===== src/rtl/counter_rr_scheduler.sv =====
// Round-robin scheduler that lends one shared counter to NUM_REQ requesters.
// Each grant clears the counter and then counts BURST beats, unless it is stalled or aborted.
module counter_rr_scheduler #(
    parameter int NUM_REQ = 4,
    parameter int CNT_W   = 8,
    parameter int BURST   = 5
) (
    input  logic                       clk,
    input  logic                       rst_n,
    input  logic [NUM_REQ-1:0]         req,
    input  logic                       stall,
    output logic [NUM_REQ-1:0]         grant,
    output logic                       busy,
    output logic [CNT_W-1:0]           cnt_val,
    output logic                       done,
    output logic [$clog2(NUM_REQ)-1:0] done_id,
    output logic                       aborted
);
    localparam int ID_W = $clog2(NUM_REQ);

    typedef enum logic [1:0] {IDLE, RUN, DONE} state_t;

    state_t              state_reg;
    logic [NUM_REQ-1:0]  grant_reg;
    logic [CNT_W-1:0]    cnt_reg;
    logic [7:0]          beat_reg;
    logic [ID_W-1:0]     rr_ptr_reg;
    logic [ID_W-1:0]     gnt_idx_reg;
    logic                done_reg;
    logic [ID_W-1:0]     done_id_reg;
    logic                aborted_reg;
    logic                busy_reg;

    logic                winner_valid;
    logic [ID_W-1:0]     winner_idx;
    logic [ID_W:0]       cand;
    logic [NUM_REQ-1:0]  winner_onehot;
    logic                granted_req;
    logic [ID_W-1:0]     rr_ptr_next;

    // Walk offsets from the highest down so the offset closest to rr_ptr wins.
    always_comb begin
        winner_valid = 1'b0;
        winner_idx   = '0;
        cand         = '0;
        for (int i = NUM_REQ - 1; i >= 0; i--) begin
            cand = {1'b0, rr_ptr_reg} + (ID_W+1)'(i);
            if (cand >= (ID_W+1)'(NUM_REQ))
                cand = cand - (ID_W+1)'(NUM_REQ);
            if (req[cand[ID_W-1:0]]) begin
                winner_valid = 1'b1;
                winner_idx   = cand[ID_W-1:0];
            end
        end
    end

    generate
        for (genvar gi = 0; gi < NUM_REQ; gi++) begin : g_onehot
            assign winner_onehot[gi] = (winner_idx == ID_W'(gi));
        end
    endgenerate

    assign granted_req = req[gnt_idx_reg];
    assign rr_ptr_next = (gnt_idx_reg == ID_W'(NUM_REQ - 1)) ? '0 : gnt_idx_reg + ID_W'(1);

    always_ff @(posedge clk or negedge rst_n) begin
        if (!rst_n) begin
            state_reg   <= IDLE;
            grant_reg   <= '0;
            cnt_reg     <= '0;
            beat_reg    <= '0;
            rr_ptr_reg  <= '0;
            gnt_idx_reg <= '0;
            done_reg    <= 1'b0;
            done_id_reg <= '0;
            aborted_reg <= 1'b0;
            busy_reg    <= 1'b0;
        end else begin
            case (state_reg)
                IDLE: begin
                    if (winner_valid) begin
                        state_reg   <= RUN;
                        busy_reg    <= 1'b1;
                        grant_reg   <= winner_onehot;
                        gnt_idx_reg <= winner_idx;
                        cnt_reg     <= '0;
                        beat_reg    <= '0;
                    end
                end
                RUN: begin
                    // A dropped request outranks stall; the count stays where it stopped.
                    if (!granted_req) begin
                        state_reg   <= DONE;
                        done_reg    <= 1'b1;
                        done_id_reg <= gnt_idx_reg;
                        aborted_reg <= 1'b1;
                    end else if (!stall) begin
                        cnt_reg  <= cnt_reg + CNT_W'(1);
                        beat_reg <= beat_reg + 8'd1;
                        if (beat_reg == 8'(BURST - 1)) begin
                            state_reg   <= DONE;
                            done_reg    <= 1'b1;
                            done_id_reg <= gnt_idx_reg;
                            aborted_reg <= 1'b0;
                        end
                    end
                end
                DONE: begin
                    state_reg  <= IDLE;
                    busy_reg   <= 1'b0;
                    grant_reg  <= '0;
                    done_reg   <= 1'b0;
                    rr_ptr_reg <= rr_ptr_next;
                end
                default: state_reg <= IDLE;
            endcase
        end
    end

    assign grant   = grant_reg;
    assign busy    = busy_reg;
    assign cnt_val = cnt_reg;
    assign done    = done_reg;
    assign done_id = done_id_reg;
    assign aborted = aborted_reg;

endmodule

===== config.mk =====
export PLATFORM = sky130hd
export DESIGN_NAME = counter_rr_scheduler
export DESIGN_NICKNAME = d
export VERILOG_FILES = /design/src/rtl/counter_rr_scheduler.sv
export SDC_FILE = /design/constraint.sdc
export NUM_CORES = 1
export LEC_CHECK = 0
export ABC_CLOCK_PERIOD_IN_PS = 1800
export BUFFER_PORTS_ARGS = -buffer_cell sky130_fd_sc_hd__buf_4
export CORE_MARGIN = 10
export CORE_UTILIZATION = 58
export CTS_BUF_LIST = sky130_fd_sc_hd__clkbuf_4 sky130_fd_sc_hd__clkbuf_8
export DETAILED_ROUTE_END_ITERATION = 10
export GPL_TIMING_DRIVEN = 0
export PLACE_DENSITY = 0.81
export SLEW_MARGIN = 20
export SYNTH_ARGS = -nofsm -noshare
export SYNTH_HDL_FRONTEND = slang
export SYNTH_SLANG_ARGS = --single-unit

===== constraint.sdc =====
create_clock -name clk -period 1.8 [get_ports clk]
set_input_delay 0.18 -clock clk [delete_from_list [all_inputs] [get_ports clk]]
set_output_delay 0.18 -clock clk [all_outputs]
set_load 0.01 [all_outputs]

Word level (Yosys, flattened, before mapping). Cells that the tools add are included.

Register bits after elaboration: 31. Input port bits: 7. Output and inout bits: 17.

Add/sub/neg operators: 10. $lt $le $gt $ge: 9. Equality and inequality tests: 14. Multiplexer cells: 49. Reductions and logical operators: 11.

Operators with widths (count): 2-to-1 mux 8 bit (5); 2-to-1 mux 2 bit (16); case mux 8 bit (2 select lines) (2); adder 8 x 1 -> 8 bit, second input constant (2); 2-to-1 mux 1 bit (16); less-than comparator 2 x 3 -> 1 bit, second input constant (5); binary-select mux 1 bit (select 2 bit) (5); >= comparator 3 bit, second input constant (3); AND reduction 3 bit (3); == test 2 bit, second input constant (4); == test 8 x 3 -> 1 bit, second input constant (1); inequality test 2 bit, second input constant (4); case mux 4 bit (2 select lines) (1); subtractor 2 x 1 -> 2 bit, second input constant (4); adder 2 x 2 -> 3 bit, second input constant (2); inequality test 3 bit, second input constant (2); nonzero test 2 bit (3); == test 2 x 1 -> 1 bit, second input constant (2); logical NOT 2 bit (2); 2-to-1 mux 4 bit (1); case mux 1 bit (2 select lines) (2); case mux 2 bit (2 select lines) (1); AND reduction 2 bit (2); AND reduction 4 bit (1); other kinds (4) (4).

Depth between registers and ports, before layout. Gate-level depths: netlist of the first run.

Depth after elaboration: 12. Depth in mapped cells: 6. Mapped depth without buffers: 6.

Least setup slack after synthesis of the first run. No wires, ideal clock.

Kind: reg2reg. Start point: register beat_reg[0]. End point: register done_id_reg[0] (netlist: done_id[0]). Setup time: 0.125 ns. Data arrival time: 1.507 ns. Setup slack: 0.168 ns. Stages on the path, launching flop included: 7. Buffers on the path: 0. Clock period less this slack: 1.632 ns. Cell sequence: dfrtp_1 -> inv_1 -> ha_1 -> nor4b_1 -> and4b_1 -> o21ai_1 -> mux2_2.

Longest elaborated chain between the ends: 3.

RTL lines: from (decl) (line 26) `logic [7:0] beat_reg;`; from (signal assigned) (line 99) `beat_reg <= beat_reg + 8'd1;`; == test 8 x 3 -> 1 bit (line 100) `if (beat_reg == 8'(BURST - 1)) begin`; inequality test 2 x 1 -> 1 bit (no line); AND reduction 3 bit (no line); to (signal assigned) (line 95) `done_id_reg <= gnt_idx_reg;`; to (signal assigned) (line 103) `done_id_reg <= gnt_idx_reg;`; to (decl) (line 30) `logic [ID_W-1:0] done_id_reg;`.

Every way passes these cells. A chain may end at the register's enable or synchronous reset.

Final worst setup path of the first run.
Start point: register gnt_idx_reg[1]. End point: register beat_reg[7].

Longest elaborated chain between the ends: 4.

RTL lines: from (decl) (line 28) `logic [ID_W-1:0] gnt_idx_reg;`; from (signal assigned) (line 85) `gnt_idx_reg <= winner_idx;`; binary-select mux 1 bit (select 2 bit) (line 63) `assign granted_req = req[gnt_idx_reg];`; 2-to-1 mux 1 bit (implied by the code) (line 63); inequality test 2 bit (no line); AND reduction 4 bit (no line).

Every way passes these cells. The select of a mux whose other input is x is not followed.

==> flow_summary_export.csv, run 1 <==
group,metric,value,unit
global_route,grt_overflow,0,
detailed_routing,via_per_inst,5.87,
sta,fin_crit_sh,0.961,
floorplanning,initial_utilization,0.618,
clocking,tritoncts,"built",
power_and_ir_drop,p_comb_frac,0.418,
floorplanning,die-area,5130,um^2
sta,layout_min_cycle_time,1730,ps
clocking,clk_latency,330,ps
final_layout,fin_nets,195,
synthesis,ys_seq_area_frac,0.502,
sta,fmax,578,MHz
place,post-dp-hpwl,2550,um
place,port_buffers,23,
global_route,antenna_found_initial,0,
synthesis,synth_area,1550,um^2
power_and_ir_drop,leakage,0.883,nW
sta,worstMarginPinSlew,822,ps
sta,final.setup_skew,8.25,ps
power_and_ir_drop,cellPowerDensity,1310,nW/um^2
critical_path,arrival,1990,ps
synthesis,netlist_instances,150,
place,place_area,1760,um^2
final_layout,drive_above_1_share,0.249,
detailed_routing,firstDrtPassIters,5,
synthesis,yosys.cell_types.count,36,
synthesis,ys_warn_count,0,
detailed_routing,route.detailed.drc,0,
floorplanning,num_rows,18,
sta,relSlewSlack,0.448,
critical_path,path_cells,"mux4_2 -> nand2_4 -> or4_1 -> a21oi_1",
global_route,groute.usage.overall,0.135,
floorplanning,die_h,71.6,um
global_route,grt_pass1_vias,1228,
power_and_ir_drop,p_int,1.46,mW
final_layout,area_growth,19.5,%
flow_run,cap_viol_max_count,0,
critical_path,worstPathRequired,2060,ps
clocking,cts_root_buf,"clkbuf_4",
power_and_ir_drop,clkPwrFrac,0.157,
clocking,cts_sinks,31,
global_route,grt_pass1_wl,5690,um
critical_path,crit_buf_inv,0,
detailed_routing,routed_wl,3500,um
power_and_ir_drop,worst_ir_drop_vdd,0.00112,V
detailed_routing,route.vias.total,1262,
critical_path,critical_path.max_fanout,10,
detailed_routing,wl_per_cell,16.3,um
clocking,clock_path_buffers,2,
floorplanning,ioPinCount,24,
sta,setup_viol,0,
floorplanning,die_w,71.6,um
final_layout,fin_cells,215,
final_layout,fin_area,1850,um^2
clocking,clk_pin_slew,100,ps
synthesis,ys_ff_latch,31,
floorplanning,core,2500,um^2
place,placed_cells,203,
clocking,h-tree-depth,2,
outcome,status,"complete, no violations",
critical_path,critPathCaptureType,"flop",
place,place_congestion,0.838,
power_and_ir_drop,seqPwrFrac,0.424,
synthesis,synth_nets,161,
min_path,hp-class,"primary input to flop",
power_and_ir_drop,power,2.42,mW
clocking,cts-buffers-inserted,5,
power_and_ir_drop,power.switching,0.965,mW
critical_path,path_delay_family,"simple AND/OR/NAND/NOR gates",
detailed_routing,drt-initial-drc-count,98,
place,pre_cts_slack,-26.6,ps
sta,report.final.slew_viol_count,0,
critical_path,start_kind,"flop",
synthesis,syn_area_per_cell,10.3,um^2
detailed_routing,ant_nets,0,
power_and_ir_drop,switching_share,0.398,
final_layout,num_antenna_cells,0,
critical_path,max_stage_delay,520,ps
critical_path,slowest_stage,"or4_1",
global_route,grt_max_degree,32,
sta,hold_viol_final,0,
critical_path,critical_path_class,"flop to flop",
sta,fin_ws,70.5,ps
[path summary, 6_finish.rpt]
kind	from	end	slack, ps	cells after the start
min reg2reg	done	done	510	2
min	stall	beat_reg[2]	220	4
min in group asynchronous	rst_n	grant[1]	310	2
max reg2reg	gnt_idx_reg[1]	beat_reg[7]	70	4
max	gnt_idx_reg[1]	beat_reg[7]	70	4
max in group asynchronous	rst_n	gnt_idx_reg[1]	1190	2
[stage by stage]
stage          utilization  setup TNS [ps]  hold WS (ps)
2_1_floorplan            -               0          -116
3_3_place_gp         0.702               0           131
3_5_place_dp         0.702           -36.5           139
4_1_cts              0.729               0           218
5_1_grt              0.739           -2.88           239
6_report             0.739               0           220
[worst reg2reg max path, cell delays in order, from the launching register on]
cell and delay, ps:
dfrtp_2 450, mux4_2 440, nand2_4 110, or4_1 520, a21oi_1 150
[metal layers]
layer | global-route usage | vias to the layer above | part of all wire
li1 | - | 619 | -
met1 | 0.166 | 612 | 0.46
met2 | 0.214 | 24 | 0.47
met3 | 0.0455 | 7 | 0.051
met4 | 0.0495 | 0 | 0.014
met5 | 0 | - | 0
[logic make-up after synthesis]
logic type	synth area share
and+or+nand+nor	0.231
DFF	0.502
AOI/OAI and AO/OA	0.130
buffers and inverters	0.0275
muxes	0.0494
xor gates and xnor gates	0.0283
adders and majority gates	0.0324
[placed cells by master, fill, tap and decap left out, types with 2 or more instances in the layout]
cell type  count
dfrtp_1       29
buf_4         26
nand3_1       14
nand2_1       13
o31ai_1       11
nor2_1         9
inv_1          5
clkbuf_1       5
o21ai_0        5
xor2_1         5
clkbuf_4       5
o211ai_1       4
nand2b_1       4
ha_1           4
and3_1         3
a21oi_1        3
mux2_2         3
nand4_1        3
clkinv_2       3
nor4_1         2
or3_1          2
nor3_1         2
nor2b_1        2
and4b_1        2
a22o_1         2
mux2i_1        2
and2_1         2
dfrtp_2        2
[cells in the mapped netlist]
cell | instances | area share
mux2i_1 | 2 | 0.013
and3_1 | 3 | 0.012
nor2b_1 | 2 | 0.0081
nand2_1 | 13 | 0.032
and4_1 | 1 | 0.0057
nand3_1 | 14 | 0.045
a21oi_1 | 3 | 0.0097
o31ai_1 | 11 | 0.053
and4b_1 | 2 | 0.013
o21ai_1 | 1 | 0.0032
mux2_2 | 3 | 0.022
or4_1 | 1 | 0.0049
inv_1 | 5 | 0.012
nor3b_4 | 1 | 0.012
nor3_1 | 2 | 0.0065
o21ai_0 | 5 | 0.016
nand2b_1 | 4 | 0.016
dfrtp_1 | 31 | 0.50
nor4b_1 | 1 | 0.0057
xor2_1 | 5 | 0.028
a22o_1 | 2 | 0.011
a311oi_1 | 1 | 0.0057
o211ai_1 | 4 | 0.019
ha_1 | 4 | 0.032
nand2_4 | 1 | 0.0073
and2_1 | 2 | 0.0081
nand4_1 | 3 | 0.012
a21o_1 | 1 | 0.0049
mux4_2 | 1 | 0.015
nor4_1 | 2 | 0.0081
nor2_1 | 9 | 0.022
buf_2 | 1 | 0.0032
clkbuf_1 | 5 | 0.012
a31o_2 | 1 | 0.0057
or2_2 | 1 | 0.0041
or3_1 | 2 | 0.0081
[repair_timing]
| item | CTS | global route |
|---|---|---|
| resized for setup | 1 | 2 |
| setup buffers | 0 | 3 |
| setup endpoints to repair | 2 | 9 |
| hold buffers | 1 | 0 |
| pin swaps | 0 | 0 |
| cloned | 0 | 0 |
| endpoints found under the hold margin | 31 | 0 |
[final cells by class]
class | instances | area, um^2
repair buffers | 27 | 205
inverters | 5 | 18.8
fillers | 174 | 653
clock buffers | 5 | 37.5
multi-input cells | 108 | 731
well taps | 30 | 37.5
flip-flops and latches | 31 | 778
clock inverters | 3 | 15.0
plain buffers | 6 | 23.8
[power groups by stage]
stage | sequential (mW) | combinational [mW] | clock [mW]
6_report | 1.03 | 1.01 | 0.381
5_1_grt | 1.05 | 1.13 | 0.420
3_5_place_dp | 1.04 | 0.955 | 0
4_1_cts | 1.03 | 0.967 | 0.392
2_1_floorplan | 1.04 | 0.593 | 0
3_3_place_gp | 1.02 | 0.922 | 0
Note: power is estimated with default switching activity, not from simulation.
==> inputs of run 2 (changes only) <==
PLACE_DENSITY = 0.79   (was 0.81)
==> run 2 against run 1 <==
Compared with the run above:
- first-iteration DRC count down 27%
- via count up 2.3%
- critical path depth unchanged
- critical path type unchanged
- largest cell class unchanged
==> flow_summary_export.csv, run 2 (same netlist as run 1, synthesis figures left out) <==
group,metric,value,unit
global_route,grt_overflow,0,
place,place_congestion,0.847,
global_route,antenna_found_initial,0,
sta,grt_setup_unrepaired,"no",
final_layout,area_growth,20.9,%
final_layout,final_util,0.747,
clocking,tritoncts,"built",
critical_path,critPathCaptureType,"flop",
place,post-dp-hpwl,2480,um
final_layout,regArea,776,um^2
power_and_ir_drop,power.switching,0.955,mW
sta,hold_slack,232,ps
power_and_ir_drop,cellPowerDensity,1340,nW/um^2
flow_run,cap_viol_max_count,0,
final_layout,final_cell_mix,"dfrtp_1 (31), buf_4 (26), nand3_1 (14)",
clocking,cts_sinks,31,
place,port_buffers,23,
final_layout,fillCellCount,195,
sta,fmax,573,MHz
critical_path,worstPathRequired,2050,ps
sta,setup_tns,0,ps
global_route,grt_max_degree,32,
detailed_routing,route.vias.total,1291,
final_layout,fin_area,1870,um^2
floorplanning,die_w,71.6,um
global_route,grt_pass1_wl,5700,um
detailed_routing,routed_wl,3430,um
outcome,status,"complete, no violations",
sta,report.final.slew_viol_count,0,
detailed_routing,route.detailed.drc,0,
sta,hold_viol_final,0,
power_and_ir_drop,leakage,0.894,nW
floorplanning,core,2500,um^2
floorplanning,die-area,5130,um^2
final_layout,drive_above_1_share,0.243,
final_layout,fin_nets,195,
power_and_ir_drop,clkPwrFrac,0.190,
floorplanning,initial_utilization,0.618,
clocking,cts_root_buf,"clkbuf_4",
sta,relSlewSlack,0.473,
clocking,cts-buffers-inserted,5,
sta,layout_min_cycle_time,1750,ps
final_layout,mostFrequentLayoutCell,"dfrtp_1",
floorplanning,ioPinCount,24,
final_layout,num_antenna_cells,0,
sta,final.setup_skew,6.81,ps
power_and_ir_drop,worst_ir_drop_vdd,0.00100,V
floorplanning,die_h,71.6,um
critical_path,critical_path_class,"flop to flop",
detailed_routing,ant_nets,0,
power_and_ir_drop,p_comb_frac,0.404,
sta,setup_viol,0,
place,placed_cells,203,
min_path,hp-class,"primary input to flop",
power_and_ir_drop,seqPwrFrac,0.406,
critical_path,slowest_stage,"or4_1",
detailed_routing,wl_per_cell,16.0,um
detailed_routing,firstDrtPassIters,4,
critical_path,max_stage_delay,510,ps
sta,worstMarginPinSlew,784,ps
critical_path,arrival,2000,ps
detailed_routing,drt-initial-drc-count,72,
power_and_ir_drop,p_int,1.56,mW
clocking,clock_path_buffers,2,
final_layout,fin_cells,215,
power_and_ir_drop,switching_share,0.380,
critical_path,path_cells,"mux4_2 -> nand2_4 -> or4_1 -> a21oi_1",
final_layout,multi_input_area,732,um^2
floorplanning,num_rows,18,
place,place_area,1760,um^2
clocking,clk_latency,330,ps
global_route,groute.usage.overall,0.134,
global_route,grt_pass1_vias,1182,
detailed_routing,via_per_inst,6.00,
sta,fin_crit_sh,0.970,
clocking,h-tree-depth,2,
critical_path,start_kind,"flop",
critical_path,critical_path.max_fanout,10,
clocking,clk_pin_slew,90,ps
run 2: cell count changes in the layout (fill, tap and decap cells not counted), sizes merged:
cell    previous run  this run
buf               27        26
clkbuf            10        14
clkinv             3         0
run 2: critical path, delay by kind of cell, from the launching register on:
kind,cells,cell delay (ps)
compound gates,1,150
flops,1,450
mux,1,450
simple gates,2,620
run 2: what timing repair did:
action                                  4_1_cts  5_1_grt
gates resized for setup                       1        2
hold endpoints to repair                     31        0
hold buffers                                  1        0
setup buffers                                 2        1
endpoints found under the setup margin        3        4
run 2: per-stage QoR:
step	worst slack (ps)	total power [mW]
2_1_floorplan	168	1.63
4_1_cts	54.0	2.51
6_report	53.9	2.51
3_3_place_gp	16.8	1.94
5_1_grt	0.895	2.69
3_5_place_dp	-0.909	1.99
run 2: power groups by stage:
stage | registers, mW | logic, mW | clock network (mW)
2_1_floorplan | 1.04 | 0.593 | 0
3_3_place_gp | 1.02 | 0.927 | 0
3_5_place_dp | 1.03 | 0.957 | 0
4_1_cts | 1.02 | 1.00 | 0.486
5_1_grt | 1.04 | 1.13 | 0.513
6_report | 1.02 | 1.01 | 0.477
run 2: layout make-up:
cell class / instances / share of cell area
inverters: 5 / 0.0100
clock buffers: 8 / 0.0388
well taps: 30 / 0.0201
flip-flops and latches: 31 / 0.415
plain buffers: 6 / 0.0141
repair buffers: 27 / 0.110
multi-input cells: 108 / 0.392
run 2: path summary, 6_finish.rpt:
| check | start | depth (start not counted) | end | slack (ps) |
|---|---|---|---|---|
| hold / removal | stall | 4 | beat_reg[2] | 230 |
| min in group asynchronous | rst_n | 2 | grant[1] | 300 |
| max in group asynchronous | rst_n | 2 | state_reg[0] | 1210 |
| setup / recovery | gnt_idx_reg[1] | 4 | beat_reg[7] | 50 |
| hold reg to reg | busy | 2 | busy | 480 |
| setup reg to reg | gnt_idx_reg[1] | 4 | beat_reg[7] | 50 |
run 2: layer usage:
metal | track usage | up-vias | part of all wire
met5 | 0 | - | 0
met4 | 0.0258 | 0 | 0.012
met3 | 0.0565 | 6 | 0.099
met2 | 0.203 | 46 | 0.46
met1 | 0.174 | 620 | 0.43
li1 | - | 619 | -
